## src/rtl/cam_pkg.sv

```systemverilog
// Shared types and constants for the frame sender: FSM state encoding,
// frame header sync bytes and the default 115200-baud divisor.
package cam_pkg;

  typedef enum logic [3:0] {
    IDLE      = 4'd0,
    FETCH     = 4'd1,
    LATCH     = 4'd2,
    HDR0      = 4'd3,
    HDR1      = 4'd4,
    START_BIT = 4'd5,
    DATA_BITS = 4'd6,
    STOP_BIT  = 4'd7,
    DONE      = 4'd8
  } state_t;

  localparam logic [7:0] SYNC0 = 8'hA5;
  localparam logic [7:0] SYNC1 = 8'h5A;

  localparam int CLKS_PER_BIT_115200 = 434;

endpackage

```

## src/rtl/frame_uart_sender_if.sv

```systemverilog
// Control handshake (start/done/busy) and frame-RAM read port of the sender.
// master = the sender itself, slave = capture controller plus frame RAM.
interface frame_uart_sender_if #(
  parameter int ADDR_W = 12,
  parameter int PIX_W  = 10
);

  logic              start;
  logic              done;
  logic              busy;
  logic              readEnable;
  logic [ADDR_W-1:0] readAddr;
  logic [PIX_W-1:0]  readData;

  modport master (
    input  start,
    input  readData,
    output done,
    output busy,
    output readEnable,
    output readAddr
  );

  modport slave (
    output start,
    output readData,
    input  done,
    input  busy,
    input  readEnable,
    input  readAddr
  );

endinterface

```

## src/rtl/frame_uart_sender_uart_tx_byte.sv

```systemverilog
// 8N1 serialiser for one byte: start bit, 8 data bits LSB first, stop bit.
// byte_done is high in the last cycle of the stop bit; load is ignored unless idle.
module uart_tx_byte
  import cam_pkg::*;
#(
  parameter int CLKS_PER_BIT = CLKS_PER_BIT_115200
) (
  input  logic       clock,
  input  logic       reset,
  input  logic       load,
  input  logic [7:0] data,
  output logic       tx,
  output logic       byte_done
);

  localparam int BAUD_W = (CLKS_PER_BIT > 1) ? $clog2(CLKS_PER_BIT) : 1;
  localparam logic [BAUD_W-1:0] BAUD_LAST = BAUD_W'(CLKS_PER_BIT - 1);

  state_t            phase_q, phase_d;
  logic [BAUD_W-1:0] baud_q, baud_d;
  logic [2:0]        bit_q, bit_d;
  logic [7:0]        shift_q, shift_d;
  logic              tx_q, tx_d;
  logic              baud_end;

  always_ff @(posedge clock or posedge reset) begin
    if (reset) begin
      phase_q <= IDLE;
      baud_q  <= '0;
      bit_q   <= '0;
      shift_q <= '0;
      tx_q    <= 1'b1;
    end else begin
      phase_q <= phase_d;
      baud_q  <= baud_d;
      bit_q   <= bit_d;
      shift_q <= shift_d;
      tx_q    <= tx_d;
    end
  end

  always_comb begin
    phase_d   = phase_q;
    baud_d    = baud_q;
    bit_d     = bit_q;
    shift_d   = shift_q;
    byte_done = 1'b0;
    baud_end  = (baud_q == BAUD_LAST);

    case (phase_q)
      IDLE: begin
        if (load) begin
          phase_d = START_BIT;
          shift_d = data;
          baud_d  = '0;
          bit_d   = '0;
        end
      end
      START_BIT: begin
        if (baud_end) begin
          phase_d = DATA_BITS;
          baud_d  = '0;
          bit_d   = '0;
        end else begin
          baud_d = baud_q + BAUD_W'(1);
        end
      end
      DATA_BITS: begin
        if (baud_end) begin
          baud_d  = '0;
          shift_d = {1'b0, shift_q[7:1]};
          if (bit_q == 3'd7) begin
            phase_d = STOP_BIT;
          end else begin
            bit_d = bit_q + 3'd1;
          end
        end else begin
          baud_d = baud_q + BAUD_W'(1);
        end
      end
      STOP_BIT: begin
        if (baud_end) begin
          phase_d   = IDLE;
          baud_d    = '0;
          byte_done = 1'b1;
        end else begin
          baud_d = baud_q + BAUD_W'(1);
        end
      end
      default: begin
        phase_d = IDLE;
        baud_d  = '0;
        bit_d   = '0;
      end
    endcase

    // Line level is decoded from the next phase so tx leaves a flop cleanly.
    case (phase_d)
      START_BIT: tx_d = 1'b0;
      DATA_BITS: tx_d = shift_d[0];
      default:   tx_d = 1'b1;
    endcase
  end

  assign tx = tx_q;

endmodule

```

## src/rtl/frame_uart_sender.sv

```systemverilog
// Reads every pixel of the captured frame and sends its 8 MSBs as 8N1 UART.
// Define FRAME_HEADER_EN to prefix each frame with the sync bytes 0xA5, 0x5A.
module frame_uart_sender
  import cam_pkg::*;
#(
  parameter int ADDR_W       = 12,
  parameter int PIX_W        = 10,
  parameter int NUM_PIX      = 4096,
  parameter int CLKS_PER_BIT = CLKS_PER_BIT_115200
) (
  input  logic                clock,
  input  logic                reset,
  frame_uart_sender_if.master bus,
  output logic                tx
);

  localparam logic [ADDR_W-1:0] PIX_LAST = ADDR_W'(NUM_PIX - 1);

  state_t            state_q, state_d;
  logic [ADDR_W-1:0] pix_q, pix_d;
  logic              load;
  logic [7:0]        load_data;
  logic              byte_done;

`ifdef FRAME_HEADER_EN
  // 1: SYNC0 in flight, 2: SYNC1 in flight, 0: pixel data
  logic [1:0] hdr_q, hdr_d;

  always_ff @(posedge clock or posedge reset) begin
    if (reset) begin
      hdr_q <= 2'd0;
    end else begin
      hdr_q <= hdr_d;
    end
  end
`endif

  always_ff @(posedge clock or posedge reset) begin
    if (reset) begin
      state_q <= IDLE;
      pix_q   <= '0;
    end else begin
      state_q <= state_d;
      pix_q   <= pix_d;
    end
  end

  always_comb begin
    state_d   = state_q;
    pix_d     = pix_q;
    load      = 1'b0;
    load_data = bus.readData[PIX_W-1 -: 8];
`ifdef FRAME_HEADER_EN
    hdr_d     = hdr_q;
`endif

    case (state_q)
      IDLE: begin
        if (bus.start) begin
          pix_d = '0;
`ifdef FRAME_HEADER_EN
          state_d = HDR0;
`else
          state_d = FETCH;
`endif
        end
      end
      FETCH: begin
        state_d = LATCH;
      end
      LATCH: begin
        load    = 1'b1;
        state_d = START_BIT;
      end
`ifdef FRAME_HEADER_EN
      HDR0: begin
        load      = 1'b1;
        load_data = SYNC0;
        hdr_d     = 2'd1;
        state_d   = START_BIT;
      end
      HDR1: begin
        load      = 1'b1;
        load_data = SYNC1;
        hdr_d     = 2'd2;
        state_d   = START_BIT;
      end
`endif
      // START_BIT covers the whole byte in flight; uart_tx_byte steps
      // through the start, data and stop phases on its own.
      START_BIT: begin
        if (byte_done) begin
`ifdef FRAME_HEADER_EN
          if (hdr_q == 2'd1) begin
            state_d = HDR1;
          end else if (hdr_q == 2'd2) begin
            hdr_d   = 2'd0;
            state_d = FETCH;
          end else
`endif
          if (pix_q == PIX_LAST) begin
            state_d = DONE;
          end else begin
            pix_d   = pix_q + ADDR_W'(1);
            state_d = FETCH;
          end
        end
      end
      DONE: begin
        state_d = IDLE;
      end
      default: begin
        state_d = IDLE;
      end
    endcase
  end

  assign bus.readEnable = (state_q == FETCH);
  assign bus.readAddr   = pix_q;
  assign bus.busy       = (state_q != IDLE);
  assign bus.done       = (state_q == DONE);

  // Only the top byte of each pixel is transmitted.
  if (PIX_W > 8) begin : g_pix_lsbs
    logic pix_lsbs_unused;
    assign pix_lsbs_unused = ^bus.readData[PIX_W-9:0];
  end

  uart_tx_byte #(
    .CLKS_PER_BIT(CLKS_PER_BIT)
  ) u_tx (
    .clock    (clock),
    .reset    (reset),
    .load     (load),
    .data     (load_data),
    .tx       (tx),
    .byte_done(byte_done)
  );

endmodule

```

## src/flat_wrapper.sv

```systemverilog
// flat-port wrapper written by rule: the top's interface ports become plain ports
module frame_uart_sender_flat import cam_pkg::*;
#(
  parameter int ADDR_W       = 12,
  parameter int PIX_W        = 10,
  parameter int NUM_PIX      = 4096,
  parameter int CLKS_PER_BIT = CLKS_PER_BIT_115200
)
  (clock, reset, tx, bus_start, bus_readData, bus_done, bus_busy, bus_readEnable, bus_readAddr);
  frame_uart_sender_if #(.ADDR_W(ADDR_W), .PIX_W(PIX_W)) bus_i ();
  input  logic clock;
  input  logic reset;
  output logic tx;
  input wire logic [$bits(bus_i.start)-1:0] bus_start;
  input wire logic [$bits(bus_i.readData)-1:0] bus_readData;
  output wire logic [$bits(bus_i.done)-1:0] bus_done;
  output wire logic [$bits(bus_i.busy)-1:0] bus_busy;
  output wire logic [$bits(bus_i.readEnable)-1:0] bus_readEnable;
  output wire logic [$bits(bus_i.readAddr)-1:0] bus_readAddr;
  assign bus_i.start = bus_start;
  assign bus_i.readData = bus_readData;
  assign bus_done = bus_i.done;
  assign bus_busy = bus_i.busy;
  assign bus_readEnable = bus_i.readEnable;
  assign bus_readAddr = bus_i.readAddr;
  frame_uart_sender #(.ADDR_W(ADDR_W), .PIX_W(PIX_W), .NUM_PIX(NUM_PIX), .CLKS_PER_BIT(CLKS_PER_BIT)) u_core (.clock(clock), .reset(reset), .bus(bus_i), .tx(tx));
endmodule
```

## config.mk

```make
export PLATFORM = sky130hd
export DESIGN_NAME = frame_uart_sender_flat
export DESIGN_NICKNAME = d
export VERILOG_FILES = /design/src/rtl/cam_pkg.sv /design/src/rtl/frame_uart_sender_if.sv /design/src/rtl/frame_uart_sender_uart_tx_byte.sv /design/src/rtl/frame_uart_sender.sv /design/src/flat_wrapper.sv
export SDC_FILE = /design/constraint.sdc
export NUM_CORES = 1
export LEC_CHECK = 0
export ABC_AREA = 1
export CAP_MARGIN = 30
export CORE_MARGIN = 8
export CORE_UTILIZATION = 45
export CTS_CLUSTER_SIZE = 24
export DETAILED_ROUTE_END_ITERATION = 6
export PLACE_DENSITY_LB_ADDON = 0.3
export SYNTH_ARGS = -nofsm -noshare
export SYNTH_HDL_FRONTEND = slang
export SYNTH_HIERARCHICAL = 1
export SYNTH_SLANG_ARGS = --single-unit
```

## constraint.sdc

```tcl
create_clock -name clock -period 2.45 [get_ports clock]
set_clock_uncertainty 0.15 [all_clocks]
set_input_delay 0.49 -clock clock [delete_from_list [all_inputs] [get_ports clock]]
set_output_delay 0.49 -clock clock [all_outputs]
set_load 0.02 [all_outputs]
```

==> run metrics <==
minimum clock period=2.318 ns; clk slew on worst S/H paths=~0.080 ns; I/O pins=29; Final period util=94.62%; Worst VDD drop=0.2321 mV; Yosys reg bits=41; synth unique cells=39; gpl congestion=between 0.8 and 0.9; via count=1,992; Total Neg Setup Slack=0 ns; clock root cell=clkbuf_8; Arrival @ worst endpoint=1.68 ns; status=complete, no violations; r2r setup slk=about 0.30 ns; ys async rst share=100.0%; H-tree depth=2; most common cell after layout, fill and taps aside=nand2_1; Rel. slew slack=58.23%; Final WS setup=between 0.1 and 0.15 ns; CP startpoint kind=flop; WP data required=roughly 1.8 ns; PD cells=408.2 mW/mm^2; most frequent cells in the layout=88 x nand2_1, 40 x dfrtp_1, 33 x nor2_1; Syn. warnings=6; die area=roughly 0.008 mm^2; min-delay worst type=flop to flop; Hold Path Origin=u_core/u_tx/shift_q[5]; total CTS buffers=5; synthesized area=roughly 0.0024 mm^2; CTS max path bufs=2; Yosys top cell by area=dfrtp_1; Top FF cell, synth=dfrtp_1; Area Overhead vs Synth=17.56%; Worst-Margin Slew=0.6259 ns; CTS sink count=41; Pre-Repair DR Iteration Count=4; Post-CTS Resized=0; initial antenna violation count=0; # Max-Cap Violations=0; worst flop-to-flop path endpoint=u_core/bus.readAddr[0]; site row count=26; Pleak=1.304 nW; number of vias per cell=4.882; cell depth of the worst flop-to-flop path=13; Core ar.=0.005172 mm^2; share of the synthesized area in the top cell type=just over 40%; syn nets=around 320; antenna violation net count after detailed routing=0; Die Wd=89.48 um; Place WS=0.2189 ns; hold_buf cts=0; design area=0.002856 mm^2; Post-synth EDFFs=0; number of global-route vias before repair=roughly 2,000; endpoints failing setup=0; worst setup path class=flop to output port; r2r startpoint=u_core/u_tx/baud_q[1]; initial drt markers=57; top post-synthesis cells by area=dfrtp_1 41%, nand2_1 14%, nor2_1 5.3%, inv_1 4.5%, nand2_2 3.9%; Post-DP HPWL=around 3.7 mm; Avg Inst Size Synth=about 8 um^2; ANT cells=0; Final Max Slew Viols=0; GRT Overall Usage=a little over an eighth; DRC violations left=0; worst-skew pair later-pin latency=roughly 0.3 ns; Hold Crit Endpoint=u_core/u_tx/shift_q[5]; first-pass GRT wire length=slightly below 9 mm; Hold Path Cell Cnt=2; post-CTS setup buffer count=0; unrepaired setup endpoints after global routing=false; PortBufs=26; Layout Nets=355; Starting Density=about 47%; grt ovf=0; final wirelength=4.904 mm; layout cells sized above 1=16.86%; Setup crit end kind=output port; final hold vios=0; WL/cell=12.02 um; crit-path max FO=4; placed inst area=0.002765 mm^2; fmax=approximately 430 MHz; filler instances=471; Post-Syn Instances=between 300 and 400; largest net degree at the start of global routing=26; Seq/Total Area, Yosys=42.28%; Die Ht=89.48 um; CTS tree=yes
-- worst max path at each step --
| stage | from | to | slack (ns) | cells past startpoint |
|---|---|---|---|---|
| 2_1_floorplan | u_core/u_tx/baud_q[1] | u_core/bus.readAddr[2] | 0.49 | 14 |
| 3_3_place_gp | u_core/u_tx/baud_q[1] | u_core/bus.readAddr[0] | 0.23 | 13 |
| 3_5_place_dp | u_core/u_tx/baud_q[1] | u_core/bus.readAddr[0] | 0.22 | 13 |
| 4_1_cts | u_core/state_q[2] | bus_readEnable | 0.10 | 4 |
| 5_1_grt | u_core/state_q[2] | bus_readEnable | 0.001 | 4 |
| 6_report | u_core/state_q[2] | bus_readEnable | 0.13 | 4 |
-- Yosys cell counts (2+ instances only) --
cell / number
nand3b_1: 2
xor2_1: 3
nand2_4: 2
nor2_2: 5
nand3_1: 15
dfrtp_1: 40
nand2_2: 15
o31ai_1: 2
a21oi_1: 4
a22oi_1: 7
nor4_1: 2
inv_2: 8
nor2_4: 7
inv_1: 29
nand2_1: 88
ha_1: 5
nand4_1: 2
xnor2_1: 3
o21ai_1: 5
nand3_2: 4
nor3_2: 2
nor3_1: 3
o21bai_1: 2
nor2_1: 34
-- stage by stage --
| stage | utilization (%) | cells | hold slack, ns | total power, W |
|---|---|---|---|---|
| after floorplan | - | 304 | 0.2537 | 0.0007276 |
| after global placement | 53.46 | 400 | 0.3133 | 0.0007524 |
| after detailed placement | 53.46 | 400 | 0.3161 | 0.0007538 |
| after CTS | 55.06 | 408 | 0.3360 | 0.001186 |
| after global routing | 55.23 | 408 | 0.3629 | 0.001212 |
| final | 55.23 | 408 | 0.3339 | 0.001166 |
-- critical path, stage by stage (launching register included) --
cell	delay, ns
dfrtp_1	0.41
nor2_1	0.16
inv_1	0.10
nor2_1	0.10
clkdlybuf4s50_1	0.60
-- where the power goes --
part | internal, W | switching, W | total [W]
sequential | 0.000685 | 0.00000472 | 0.000690
combinational | 0.0000218 | 0.0000272 | 0.0000490
clock | 0.000197 | 0.000230 | 0.000427
total | 0.000904 | 0.000262 | 0.00117
-- final cells by class --
| class | count | area [um^2] | share of cell area, % |
|---|---|---|---|
| clock inverters | 2 | 10.01 | 0.3504 |
| flip-flops and latches | 41 | 1027 | 35.96 |
| clock buffers | 6 | 72.57 | 2.541 |
| well taps | 70 | 87.58 | 3.066 |
| inverters | 37 | 138.9 | 4.862 |
| multi-input cells | 225 | 1252 | 43.85 |
| repair buffers | 27 | 267.8 | 9.374 |
-- layer usage --
layer  vias up  track usage, %  routed length, um
met3         5           3.493                213
met5         -               0                  0
met1       925           16.37               2226
met4         0           4.985                 37
li1       1034               -                  -
met2        28           23.16               2427
-- sequential cells by signal, indices dropped and copies added, names as in the netlist --
signal,count
u_core/u_tx/phase_q,4
u_core/u_tx/tx,1
u_core/bus.readAddr,12
u_core/state_q,4
u_core/u_tx/shift_q,8
u_core/u_tx/bit_q,3
u_core/u_tx/baud_q,9
-- logic make-up (layout without fill, tap and decap cells) --
kind of cell	Yosys count	after routing	synth area share [%]
other	1	1	0.1543
buffers and inverters	38	72	6.540
XOR/XNOR	6	6	2.163
flip-flops	41	41	42.28
AO/OA/AOI/OAI	27	27	7.312
adder cells (fa/ha/maj)	5	5	2.575
AND/OR/NAND/NOR	186	186	38.98
Note: power is estimated with default switching activity, not from simulation.
==> edit, RTL diff (config.mk and constraints unchanged) <==
Encoding of `state_t`: now one-hot (9 bits for 9 states).
--- a/src/rtl/cam_pkg.sv
+++ b/src/rtl/cam_pkg.sv
@@ -3,14 +3,14 @@
 package cam_pkg;
 
-  typedef enum logic [3:0] {
-    IDLE      = 4'd0,
-    FETCH     = 4'd1,
-    LATCH     = 4'd2,
-    HDR0      = 4'd3,
-    HDR1      = 4'd4,
-    START_BIT = 4'd5,
-    DATA_BITS = 4'd6,
-    STOP_BIT  = 4'd7,
-    DONE      = 4'd8
+  typedef enum logic [8:0] {
+    IDLE      = 9'b000000001,
+    FETCH     = 9'b000000010,
+    LATCH     = 9'b000000100,
+    HDR0      = 9'b000001000,
+    HDR1      = 9'b000010000,
+    START_BIT = 9'b000100000,
+    DATA_BITS = 9'b001000000,
+    STOP_BIT  = 9'b010000000,
+    DONE      = 9'b100000000
   } state_t;
 
Behaviour: no difference found for any inputs over 10 cycles, from zero or initial values and one cycle with reset high; not proved beyond that.
==> edit against the unedited design <==
Non-clock buffer count rose by 3; synthesized cell count rose by 32%; routed wire length grew 28%; cell area grew 21%; worst setup slack improved by 0.028 ns; sequential cell count up 6; area after synthesis up 22%; sequential share of layout area decreased by 1.8 points; critical endpoint is now bus_busy.
Power is not compared: it rests on default switching activity, and its combinational part moved more than twofold at a synthesized area within 25%.
==> edit: results (changes against the unedited design) <==
dpl ws 0.322 ns (was 0.219 ns); initial DRC count 185 (was 57); GRT Overall Usage 13.9% (was 13.7%); layout cells sized above 1 18.0% (was 16.9%); area of the multi-input gates 0.00156 mm^2 (was 0.00125 mm^2); sequential share of the synthesized area 39.7% (was 42.3%); mux cell area share after synthesis 0% (unchanged); count of different cell masters after synthesis 36 (was 39); initial antenna violation count 0 (unchanged); commonest cells in the netlist 118 x nand2_1, 46 x inv_1, 44 x dfrtp_1, 44 x nand3_1, 44 x nor2_1 (was 88 x nand2_1, 40 x dfrtp_1, 34 x nor2_1, 29 x inv_1); max incr delay on CP 0.58 ns (was 0.60 ns); I/O Buffers 26 (unchanged); Area contributors post-synth dfrtp_1 37%, nand2_1 15%, nand3_1 7.4%, inv_1 5.8%, nor2_1 5.6% (was dfrtp_1 41%, nand2_1 14%, nor2_1 5.3%, inv_1 4.5%, nand2_2 3.9%); Lkg Pwr 1.68 nW; Max VDD drop around 0.33 mV; Ant. Diodes 0 (unchanged); Arrival @ worst endpoint 1.65 ns (was 1.68 ns); master of the slowest instance on the critical path clkdlybuf4s50_1 (unchanged); routed wire length 6.26 mm (was 4.90 mm); Async SR Flop Fraction 100% (unchanged); max FFs per register 12 (unchanged); pin count of the biggest net entering global routing 31 (was 26); DP HPWL 4.79 mm (was 3.70 mm); NumNets Final 455 (was 355); CP Max Fanout 4 (unchanged); relative slew slack 53.8% (was 58.2%); Synth Area in Adders 2.10% (was 2.57%); Worst-path clk slew 0.10 ns (was 0.08 ns); RD Place Congestion 0.870 (was 0.801); Num CTS Buffers 5 (unchanged); Max clock buf depth 2 (unchanged); post-synthesis compound-gate area fraction 4.55% (was 7.31%); dominant synthesized flop cell dfrtp_1 (unchanged); post-synthesis xor/xnor area fraction 1.18% (was 2.16%); Clk Latency, worst-skew pair 0.32 ns (was 0.30 ns); via count 2,562 (was 1,992); synth warn 6 (unchanged); first-pass GRT wire length 11.2 mm (was 8.71 mm); CTS H-tree depth 2 (unchanged); Setup Fix Bufs, Post-CTS 0 (unchanged); delay-heaviest family, CP buffers and inverters (unchanged); number of global-route vias before repair 2,529 (was 1,974); status finished clean (unchanged); Clock Root Buffer clkbuf_8 (unchanged); Hold Path Class reg2reg (unchanged); fillers 628 (was 471); Placed Area 0.00334 mm^2 (was 0.00277 mm^2); drt first pass iters 4 (unchanged)
## edit: final cells by class
type                       instances  share of cell area (%)
inverter                          55                    5.97
tap                               77                    2.79
clock inverter                     3                    1.34
clock buffer                       5                    1.99
multi-input combinational        298                    45.2
timing repair buffer              30                    8.54
sequential                        47                    34.1
## edit: kinds of logic (layout without fill, tap and decap cells)
family / Yosys count / after routing
buf+inv: 59 / 93
simple gates: 265 / 265
fa+ha+maj: 5 / 5
compound gates: 19 / 19
flops: 47 / 47
xor+xnor: 4 / 4
other cells: 1 / 5
## edit: worst reg2reg max path: cells and delay by family (launching register included)
kind	cells	cell delay [ns]
buf+inv	3	0.32
flops	1	0.50
simple gates	9	1.06
## edit: metal layers
metal | GRT usage (%) | wire, um
met1 | 17.2 | 3030
met2 | 22.6 | 2910
met3 | 3.27 | 235
met4 | 5.36 | 91
met5 | 0 | 0
## edit: per-stage QoR
stage | hold WS, ns | instances
floorplan | 0.265 | 404
global placement | 0.313 | 507
CTS | 0.339 | 515
detailed placement | 0.314 | 507
global route | 0.359 | 515
finish | 0.337 | 515
## edit: worst paths after layout
kind / startpoint / endpoint / slack, ns / cells past startpoint
worst max-delay path: u_core/state_q[2] / bus_busy / 0.16 / 3
max in group asynchronous: reset / u_core/bus.readAddr[2] / 1.23 / 2
min in group asynchronous: reset / u_core/u_tx/phase_q[8] / 0.45 / 3
worst min register to register: u_core/u_tx/shift_q[7] / u_core/u_tx/shift_q[7] / 0.34 / 2
worst min-delay path: u_core/u_tx/shift_q[7] / u_core/u_tx/shift_q[7] / 0.34 / 2
worst max register to register: u_core/u_tx/phase_q[8] / u_core/bus.readAddr[8] / 0.30 / 12
## edit: what timing repair did
| action | in CTS | in global routing |
|---|---|---|
| gates resized for setup | 0 | 2 |
| endpoints found under the hold margin | 0 | 0 |
| endpoints found under the setup margin | 0 | 2 |
## edit: power breakdown
part	internal, mW	switching, mW	leakage (nW)
clock network	0.308	0.285	0.0548
registers	0.844	0.0511	0.623
logic	0.183	0.325	0.998
